$ cat src/rtl/md_pkg.sv
// Shared encodings and default latencies for the multiply/divide sequencer.
// Divide support is compiled in only when MULDIV_DIV_EN is defined.
package md_pkg;

  localparam int MULT_CYCLES_DEF = 5;
  localparam int DIV_CYCLES_DEF  = 10;

  typedef enum logic [2:0] {
    MD_MULT  = 3'd0,
    MD_MULTU = 3'd1,
    MD_DIV   = 3'd2,
    MD_DIVU  = 3'd3,
    MD_MTHI  = 3'd4,
    MD_MTLO  = 3'd5
  } md_op_e;

  typedef enum logic [1:0] {
    ST_IDLE = 2'd0,
    ST_MUL  = 2'd1,
    ST_DIV  = 2'd2
  } md_state_e;

  function automatic logic is_mul_op(input logic [2:0] op);
    return (op == MD_MULT) || (op == MD_MULTU);
  endfunction

  function automatic logic is_div_op(input logic [2:0] op);
    return (op == MD_DIV) || (op == MD_DIVU);
  endfunction

endpackage

$ cat src/rtl/muldiv_arith.sv
// Combinational datapath: 64-bit product, or quotient/remainder when MULDIV_DIV_EN
// is defined. Results come out as {HI, LO} plus a divide-by-zero flag.
module muldiv_arith
  import md_pkg::*;
(
  input  logic [31:0] i_a,
  input  logic [31:0] i_b,
  input  logic [2:0]  i_op,
  output logic [31:0] o_hi,
  output logic [31:0] o_lo,
  output logic        o_dz
);

  // Even opcodes (MULT, DIV) are the signed forms.
  logic        w_signed;
  logic [63:0] w_ext_a;
  logic [63:0] w_ext_b;
  logic [63:0] w_prod;

  assign w_signed = ~i_op[0];
  assign w_ext_a  = {{32{w_signed & i_a[31]}}, i_a};
  assign w_ext_b  = {{32{w_signed & i_b[31]}}, i_b};
  assign w_prod   = w_ext_a * w_ext_b;

`ifdef MULDIV_DIV_EN
  logic        w_neg_a;
  logic        w_neg_b;
  logic [31:0] w_mag_a;
  logic [31:0] w_mag_b;
  logic [31:0] w_divisor;
  logic [31:0] w_uq;
  logic [31:0] w_ur;

  // Divide magnitudes unsigned, then restore signs: this truncates toward zero
  // and yields 0x80000000 / -1 = 0x80000000 rem 0 without a special case.
  assign w_neg_a   = w_signed & i_a[31];
  assign w_neg_b   = w_signed & i_b[31];
  assign w_mag_a   = w_neg_a ? -i_a : i_a;
  assign w_mag_b   = w_neg_b ? -i_b : i_b;
  assign w_divisor = (w_mag_b == 32'd0) ? 32'd1 : w_mag_b;
  assign w_uq      = w_mag_a / w_divisor;
  assign w_ur      = w_mag_a % w_divisor;

  always_comb begin
    o_hi = w_prod[63:32];
    o_lo = w_prod[31:0];
    o_dz = 1'b0;
    if (is_div_op(i_op)) begin
      o_lo = (w_neg_a ^ w_neg_b) ? -w_uq : w_uq;
      o_hi = w_neg_a ? -w_ur : w_ur;
      o_dz = (i_b == 32'd0);
    end
  end
`else
  assign o_hi = w_prod[63:32];
  assign o_lo = w_prod[31:0];
  assign o_dz = 1'b0;
`endif

endmodule

$ cat src/rtl/muldiv_ctrl.sv
// Multi-cycle MUL/DIV sequencer owning HI/LO; holds Busy for a fixed latency then
// commits. DIV/DIVU are accepted only when MULDIV_DIV_EN is defined.
module muldiv_ctrl
  import md_pkg::*;
#(
  parameter int MULT_CYCLES = MULT_CYCLES_DEF,
  parameter int DIV_CYCLES  = DIV_CYCLES_DEF
) (
  input  logic        Clk,
  input  logic        Reset,
  input  logic        Start,
  input  logic [2:0]  MDOp,
  input  logic [31:0] A,
  input  logic [31:0] B,
  output logic        Busy,
  output logic        StallMD,
  output logic        Done,
  output logic [31:0] HI,
  output logic [31:0] LO
);

  localparam int CNT_MAX = (MULT_CYCLES > DIV_CYCLES) ? MULT_CYCLES : DIV_CYCLES;
  localparam int CNT_W   = $clog2(CNT_MAX + 1);

  md_state_e        r_state;
  logic [CNT_W-1:0] r_cnt;
  logic             r_busy;
  logic             r_done;
  logic [31:0]      r_hi;
  logic [31:0]      r_lo;
  logic [31:0]      r_hold_hi;
  logic [31:0]      r_hold_lo;
  logic             r_hold_dz;

  logic [31:0]      w_res_hi;
  logic [31:0]      w_res_lo;
  logic             w_res_dz;
  logic             w_long_op;

  muldiv_arith u_arith (
    .i_a  (A),
    .i_b  (B),
    .i_op (MDOp),
    .o_hi (w_res_hi),
    .o_lo (w_res_lo),
    .o_dz (w_res_dz)
  );

`ifdef MULDIV_DIV_EN
  assign w_long_op = is_mul_op(MDOp) | is_div_op(MDOp);
`else
  assign w_long_op = is_mul_op(MDOp);
`endif

  assign Busy    = r_busy;
  assign Done    = r_done;
  assign HI      = r_hi;
  assign LO      = r_lo;
  assign StallMD = r_busy | (Start & w_long_op);

  // NOTE: every register here uses <= so all state updates see pre-edge values;
  // the holding regs are reset too, as they are plain flops, not a memory array.
  always_ff @(posedge Clk) begin
    if (Reset) begin
      r_state   <= ST_IDLE;
      r_cnt     <= '0;
      r_busy    <= 1'b0;
      r_done    <= 1'b0;
      r_hi      <= '0;
      r_lo      <= '0;
      r_hold_hi <= '0;
      r_hold_lo <= '0;
      r_hold_dz <= 1'b0;
    end else begin
      r_done <= 1'b0;
      case (r_state)
        ST_IDLE: begin
          if (Start) begin
            if (w_long_op) begin
              r_busy    <= 1'b1;
              r_hold_hi <= w_res_hi;
              r_hold_lo <= w_res_lo;
              r_hold_dz <= w_res_dz;
              if (is_mul_op(MDOp)) begin
                r_state <= ST_MUL;
                r_cnt   <= CNT_W'(MULT_CYCLES);
              end else begin
                r_state <= ST_DIV;
                r_cnt   <= CNT_W'(DIV_CYCLES);
              end
            end else if (MDOp == MD_MTHI) begin
              r_hi <= A;
            end else if (MDOp == MD_MTLO) begin
              r_lo <= A;
            end
          end
        end
        default: begin
          // Start is ignored here; the hazard unit keeps it away while busy.
          if (r_cnt == CNT_W'(1)) begin
            if (!r_hold_dz) begin
              r_hi <= r_hold_hi;
              r_lo <= r_hold_lo;
            end
            r_state <= ST_IDLE;
            r_cnt   <= '0;
            r_busy  <= 1'b0;
            r_done  <= 1'b1;
          end else begin
            r_cnt <= r_cnt - CNT_W'(1);
          end
        end
      endcase
    end
  end

endmodule

$ cat config.mk
export PLATFORM = sky130hd
export DESIGN_NAME = muldiv_ctrl
export DESIGN_NICKNAME = d
export VERILOG_FILES = /design/src/rtl/md_pkg.sv /design/src/rtl/muldiv_arith.sv /design/src/rtl/muldiv_ctrl.sv
export SDC_FILE = /design/constraint.sdc
export NUM_CORES = 2
export LEC_CHECK = 0
export ABC_AREA = 0
export BUFFER_PORTS_ARGS = -buffer_cell sky130_fd_sc_hd__buf_2
export CORE_MARGIN = 10
export CORE_UTILIZATION = 45
export CTS_CLUSTER_SIZE = 16
export DETAILED_ROUTE_END_ITERATION = 6
export SETUP_SLACK_MARGIN = 0.2
export SLEW_MARGIN = 20
export SYNTH_ARGS = -nofsm -noshare
export SYNTH_HDL_FRONTEND = slang
export SYNTH_SLANG_ARGS = --single-unit
$ cat constraint.sdc
create_clock -name Clk -period 10.95 [get_ports Clk]
set_input_delay 1.095 -clock Clk [delete_from_list [all_inputs] [get_ports Clk]]
set_output_delay 1.095 -clock Clk [all_outputs]
set_load 0.01 [all_outputs]
# ---- Yosys cells after proc, flatten, opt, wreduce, memory -nomap -nowiden
# Index checks and enable logic that the tools add are counted.
dict set report op_classes {
  add_sub_neg 1
  n_mul 1
  eq_ne 10
  mux 24
  bitwise_logic 5
  n_reduce_logical 10
}
# operator count
set ops {}
lappend ops {{$mux W32} 11}
lappend ops {{$mul A33 B33 Y64} 1}
lappend ops {{$mux W4} 4}
lappend ops {{$ne A2 B2 Y1 const B} 6}
lappend ops {{$mux W2} 4}
lappend ops {{$eq A3 B3 Y1 const B} 2}
lappend ops {{$reduce_and A3 Y1} 2}
lappend ops {{$mux W1} 5}
lappend ops {{$reduce_and A5 Y1} 1}
lappend ops {{$eq A4 B1 Y1 const B} 1}
lappend ops {{$reduce_and A4 Y1} 1}
lappend ops {{$sub A4 B1 Y4 const B} 1}
lappend ops {{$and A1 B1 Y1} 3}
lappend ops {{$eq A3 B1 Y1 const B} 1}
lappend ops {{$logic_not A3 Y1} 1}
lappend ops {{$logic_not A2 Y1} 1}
lappend ops {{$reduce_and A2 Y1} 1}
lappend ops {{$reduce_bool A2 Y1} 1}
lappend ops {{$reduce_or A2 Y1} 1}
lappend ops {{$logic_or A1 B1 Y1} 1}
lappend ops {{$not A1 Y1} 1}
lappend ops {{$or A1 B1 Y1} 1}
dict set report word_totals {
  register_bits 136
  input_bits 70
  out_inout_bits 67
  word_cells 59
}

# ---- Depth between registers and ports, before layout
dict set report depth {
  depth_word 6
  ltp_mapped 31
  depth_no_buf 28
}

# ---- By module
# Synthesis repeated with hierarchy kept, for this count alone.
dict set report hier_totals {
  cells_unflattened 4804
  area_unflattened_um2 43541.8
}
# module n_inst cells_per_inst area_per_inst_um2 seq_area_each_um2
set by_module_without_submodules {}
lappend by_module_without_submodules {muldiv_arith 1 4135 37694.9 0.0}
lappend by_module_without_submodules {muldiv_ctrl 1 669 5846.9 2702.6}

# ---- Worst setup path before layout
# No wires, ideal clock.
dict set report synth_timing {
  path_kind {input to register}
  startpoint {input A[31]}
  endpoint {register r_hold_hi[29]}
  setup_time_ns 0.117
  arrival_ns 9.118
  required_time_ns 10.833
  setup_slack_ns 1.715
  cell_stages 28
  n_path_buf 3
  path_cell_list {clkbuf_1 nor2b_1 clkbuf_1 nand2_1 inv_1 fa_1 fa_1 fa_1 inv_1 fa_1 inv_1 fa_1 fa_1 inv_1 fa_1 fa_1 inv_1 ha_1 clkbuf_1 nand2_1 or4_1 o221ai_1 a211oi_1 o41ai_2 a2111oi_2 o31ai_2 xor2_1 a22o_1}
}
dict set report synth_via {
  elab_chain_cells 2
}
# element line_no
set synth_rtl {}
lappend synth_rtl {{from (decl)} muldiv_ctrl.sv:13} ;# input logic [31:0] A,
lappend synth_rtl {{$and A1 B1 Y1} muldiv_arith.sv:21} ;# assign w_ext_a = {{32{w_signed & i_a[31]}}, i_a};
lappend synth_rtl {{$mul A33 B33 Y64 (*)} muldiv_arith.sv:23} ;# assign w_prod = w_ext_a * w_ext_b;
lappend synth_rtl {{to (signal assigned)} muldiv_ctrl.sv:81} ;# r_hold_hi <= w_res_hi;
lappend synth_rtl {{to (decl)} muldiv_ctrl.sv:31} ;# logic [31:0] r_hold_hi;
# Mark *: on every way between the ends. The rest lies on a longest branch, timed or not.
# A chain may end at the register's enable or synchronous reset.

# ---- Final worst setup path
dict set report layout_timing {
  startpoint {input MDOp[0]}
  endpoint {register r_hold_hi[29]}
}
dict set report layout_via {
  elab_chain_cells 3
  word_cells_on_any_way 8
  classes_between {mul (1); eq/ne (1); bitwise (3); reduce/logical (3)}
}
# element line_no
set layout_rtl {}
lappend layout_rtl {{from (decl)} muldiv_ctrl.sv:12} ;# input logic [2:0] MDOp,
lappend layout_rtl {{$not A1 Y1, or another cell as far along} muldiv_arith.sv:20} ;# assign w_signed = ~i_op[0];
lappend layout_rtl {{$and A1 B1 Y1, or another cell as far along} muldiv_arith.sv:21}
lappend layout_rtl {{$mul A33 B33 Y64 / $reduce_and A3 Y1 (equally long branches)} n/a}
# Several ways; a longest one is shown, not always the timed one.

==> qor.txt <==
CELLS AND AREA
-----------------------------------------------------------------------------------------------
Fraction of layout instances using a drive strength above 1                               5.03%
Filler cell count in the final layout                                                     9,192
Total non-filler cell area in the finished layout                                    45,400 um2
Growth of design area from synthesis to finish                                            5.05%
NumNets Final                                                                             6,165

CLOCKING
-----------------------------------------------------------------------------------------------
Clk_lat worst skew                                                                      0.42 ns
CTS Root Cell                                                                         clkbuf_16
TritonCTS clock tree                                                                      built
Post-CTS Hold Buffers                                                                         0
Number of buffers on the longest clock path                                                   2
Post-cts resize count                                                                         0
H-tree Lvls                                                                                   4
Inserted Clock Buffers                                                                       17
Number of buffers added for setup after CTS                                                   0
Count of clock tree sinks                                                                   134
Clock input transition at the sequential cells of the worst setup and hold paths        0.06 ns

TIMING
-----------------------------------------------------------------------------------------------
Worst-Margin Slew                                                                       1.06 ns
Worst-case clock skew                                                                0.00720 ns
Worst hold slack                                                                       0.451 ns
Setup repair after global routing missed its margin                                       false
Relative slew margins                                                                     29.0%
Final setup violating endpoints                                                               0
Total count of hold-check failures in the final report                                        0
Fraction of the cycle the final worst path needs                                          87.2%
Max Clock Freq                                                                          105 MHz
Total Negative Setup Slacks                                                                0 ns
Min cycle time layout                                                                   9.55 ns
Pins over their slew limit                                                                    0

HOLD PATH
-----------------------------------------------------------------------------------------------
Hold Path Depth                                                                               2
Class of the worst hold path                                                       register to register

CRITICAL PATH
-----------------------------------------------------------------------------------------------
Crit path launch type                                                              primary input
Type of the worst setup path                                                       primary input to register
Maximum fanout along the worst path                                                          13
Arrival time of data at the critical path endpoint                                      9.86 ns
CP required                                                                            11.26 ns
Critical Path Sink Type                                                                register
Count of cells along the worst register-to-register path                                      5

LOGIC SYNTHESIS
-----------------------------------------------------------------------------------------------
Post-synthesis async set-or-reset flop share                                                 0%
Cell taking the most area after synthesis                                                  fa_1
Top flip-flop cell by instance count after synthesis                                    dfxtp_1
Synth area leaders                                                                 fa_1 52%, inv_1 9.7%, nand2_1 7.3%, dfxtp_1 6.2%, ha_1 6.2%
Most frequently used cell type in the post-synthesis netlist                               fa_1
Count of flip-flops with a built-in enable after synthesis                                    0
Register bit total from synthesis                                                           134
Number of nets produced by synthesis                                                      6,242
Gate Count Post-Synth                                                                     4,833
Count of yosys warnings during synthesis                                                      0
Syn_area_per_cell                                                                      8.93 um2
Register area share after synthesis                                                       6.21%
Synth cell count leaders                                                           1,125 x fa_1, 1,112 x inv_1, 841 x nand2_1
Area share of the largest cell type after synthesis                                       52.2%
Number of distinct library cells after synthesis                                             71
Cell area after synthesis                                                            43,200 um2

GRT
-----------------------------------------------------------------------------------------------
Total congestion overflow                                                                     0
Maximum number of pins on one net before global-route repair                                108
Vias in the first global route                                                           35,136
First-pass GRT wire length                                                           201,000 um
Combined global-route utilization of all metal layers                                     23.7%
Antenna violations before repair                                                              8

DIE
-----------------------------------------------------------------------------------------------
I/O pin count                                                                               137
Vertical extent of the die                                                               330 um
Area of the core                                                                     95,200 um2
Die X-Extent                                                                             330 um
Die outline area                                                                    109,000 um2
Starting utilization of the core area                                                     45.4%
Number of placement rows                                                                    113

STATUS
-----------------------------------------------------------------------------------------------
Status                                                                             finished clean

PLACEMENT
-----------------------------------------------------------------------------------------------
RePlAce Congestion                                                                        0.901
Cell area after placement                                                            44,700 um2
Number of port buffers                                                                      136
Post-DP HPWL                                                                         100,000 um

DRT
-----------------------------------------------------------------------------------------------
Total Wirelength                                                                     124,000 um
First-pass detailed-route iteration total                                                     5
Average wire length per cell after detail routing                                       20.6 um
Antenna viol nets, final                                                                      0
Vias/cell                                                                                  5.23
1st-iter DRT viols                                                                        1,871
DRC violation count after routing                                                             0
Via total after detailed routing                                                         31,563

FLOW RUN
-----------------------------------------------------------------------------------------------
Number of maximum-capacitance violations                                                      0

==> path summary, 6_finish.rpt <==
| check | start | endpoint | slack, ns |
|---|---|---|---|
| max | MDOp[0] | r_hold_hi[29] | 1.40 |
| min | r_hold_lo[13] | r_hold_lo[13] | 0.45 |
| max reg2reg | r_state[0] | LO[1] | 8.16 |
| min reg2reg | r_hold_lo[13] | r_hold_lo[13] | 0.45 |
==> cell families after synthesis <==
logic type               synth area share, %
AND/OR/NAND/NOR                         15.9
adder cells (fa/ha/maj)                 58.4
XOR/XNOR                                1.36
multiplexers                          0.0232
AO/OA/AOI/OAI                           6.05
buffers and inverters                   12.1
flip-flops                              6.21
==> cell usage in the layout, fill, tap and decap left out, drive strengths merged, types with 8 or more instances in the layout <==
master,count
buf,176
and3,12
nor3,15
inv,1113
o211ai,11
or3,12
or2,11
o21bai,8
xor2,20
xnor2,47
a211oi,74
a21oi,184
nand4,10
fa,1125
o21ai,58
ha,214
clkinv,8
a31oi,10
dfxtp,134
and2,365
nand3,27
nor2b,39
nor2,140
nand2,842
clkbuf,20
a21o,24
==> through the flow <==
| stage | utilization, % | cells | worst slack, ns |
|---|---|---|---|
| finish | 47.7 | 6035 | 1.40 |
| global route | 47.7 | 6035 | 0.732 |
| detailed placement | 47.0 | 6002 | 0.936 |
| floorplan | - | 4833 | 1.71 |
| global placement | 47.0 | 6002 | 1.02 |
| CTS | 47.7 | 6034 | 1.35 |
==> final cells by class <==
| class | instances | area [um2] | share of cell area [%] |
|---|---|---|---|
| Sequential cell | 134 | 2690 | 5.92 |
| Inverter | 1112 | 4170 | 9.20 |
| Multi-Input combinational cell | 3315 | 35300 | 77.9 |
| Clock buffer | 20 | 457 | 1.01 |
| Timing Repair Buffer | 176 | 987 | 2.18 |
| Clock inverter | 12 | 150 | 0.331 |
| Tap cell | 1265 | 1580 | 3.49 |
| Antenna cell | 1 | 2.50 | 0.00552 |
==> sequential cells by signal, summed over array words and instances (netlist names) <==
register and cells:
Done 1, HI 32, LO 32, r_cnt 4, r_hold_hi 32, r_hold_lo 32
r_state 1
==> routing by layer <==
metal | wire, um | up-vias | track usage (%)
met5 | 21 | - | 0
met1 | 52600 | 16540 | 31.1
met3 | 6420 | 182 | 2.92
li1 | - | 13959 | -
met2 | 61400 | 878 | 41.0
met4 | 3870 | 4 | 6.52
==> worst max-delay path, stage by stage <==
cell and delay (ns):
buf_2 0.13, nor2b_2 0.64, nand2_1 0.18, inv_1 0.18, fa_1 0.50, fa_1 0.64
fa_1 0.52, inv_1 0.42, fa_1 0.76, inv_1 0.31, fa_1 0.56, fa_1 0.55
inv_1 0.05, fa_1 0.46, fa_1 0.50, inv_1 0.04, ha_1 0.41, nand2_1 0.10
or4_1 0.59, o41ai_2 0.46, a2111oi_2 0.17, o31ai_2 0.27, xor2_1 0.11, a22o_1 0.20
Power is not shown: default switching activity piles up to over one toggle a cycle in this logic, so the estimate is an artifact.
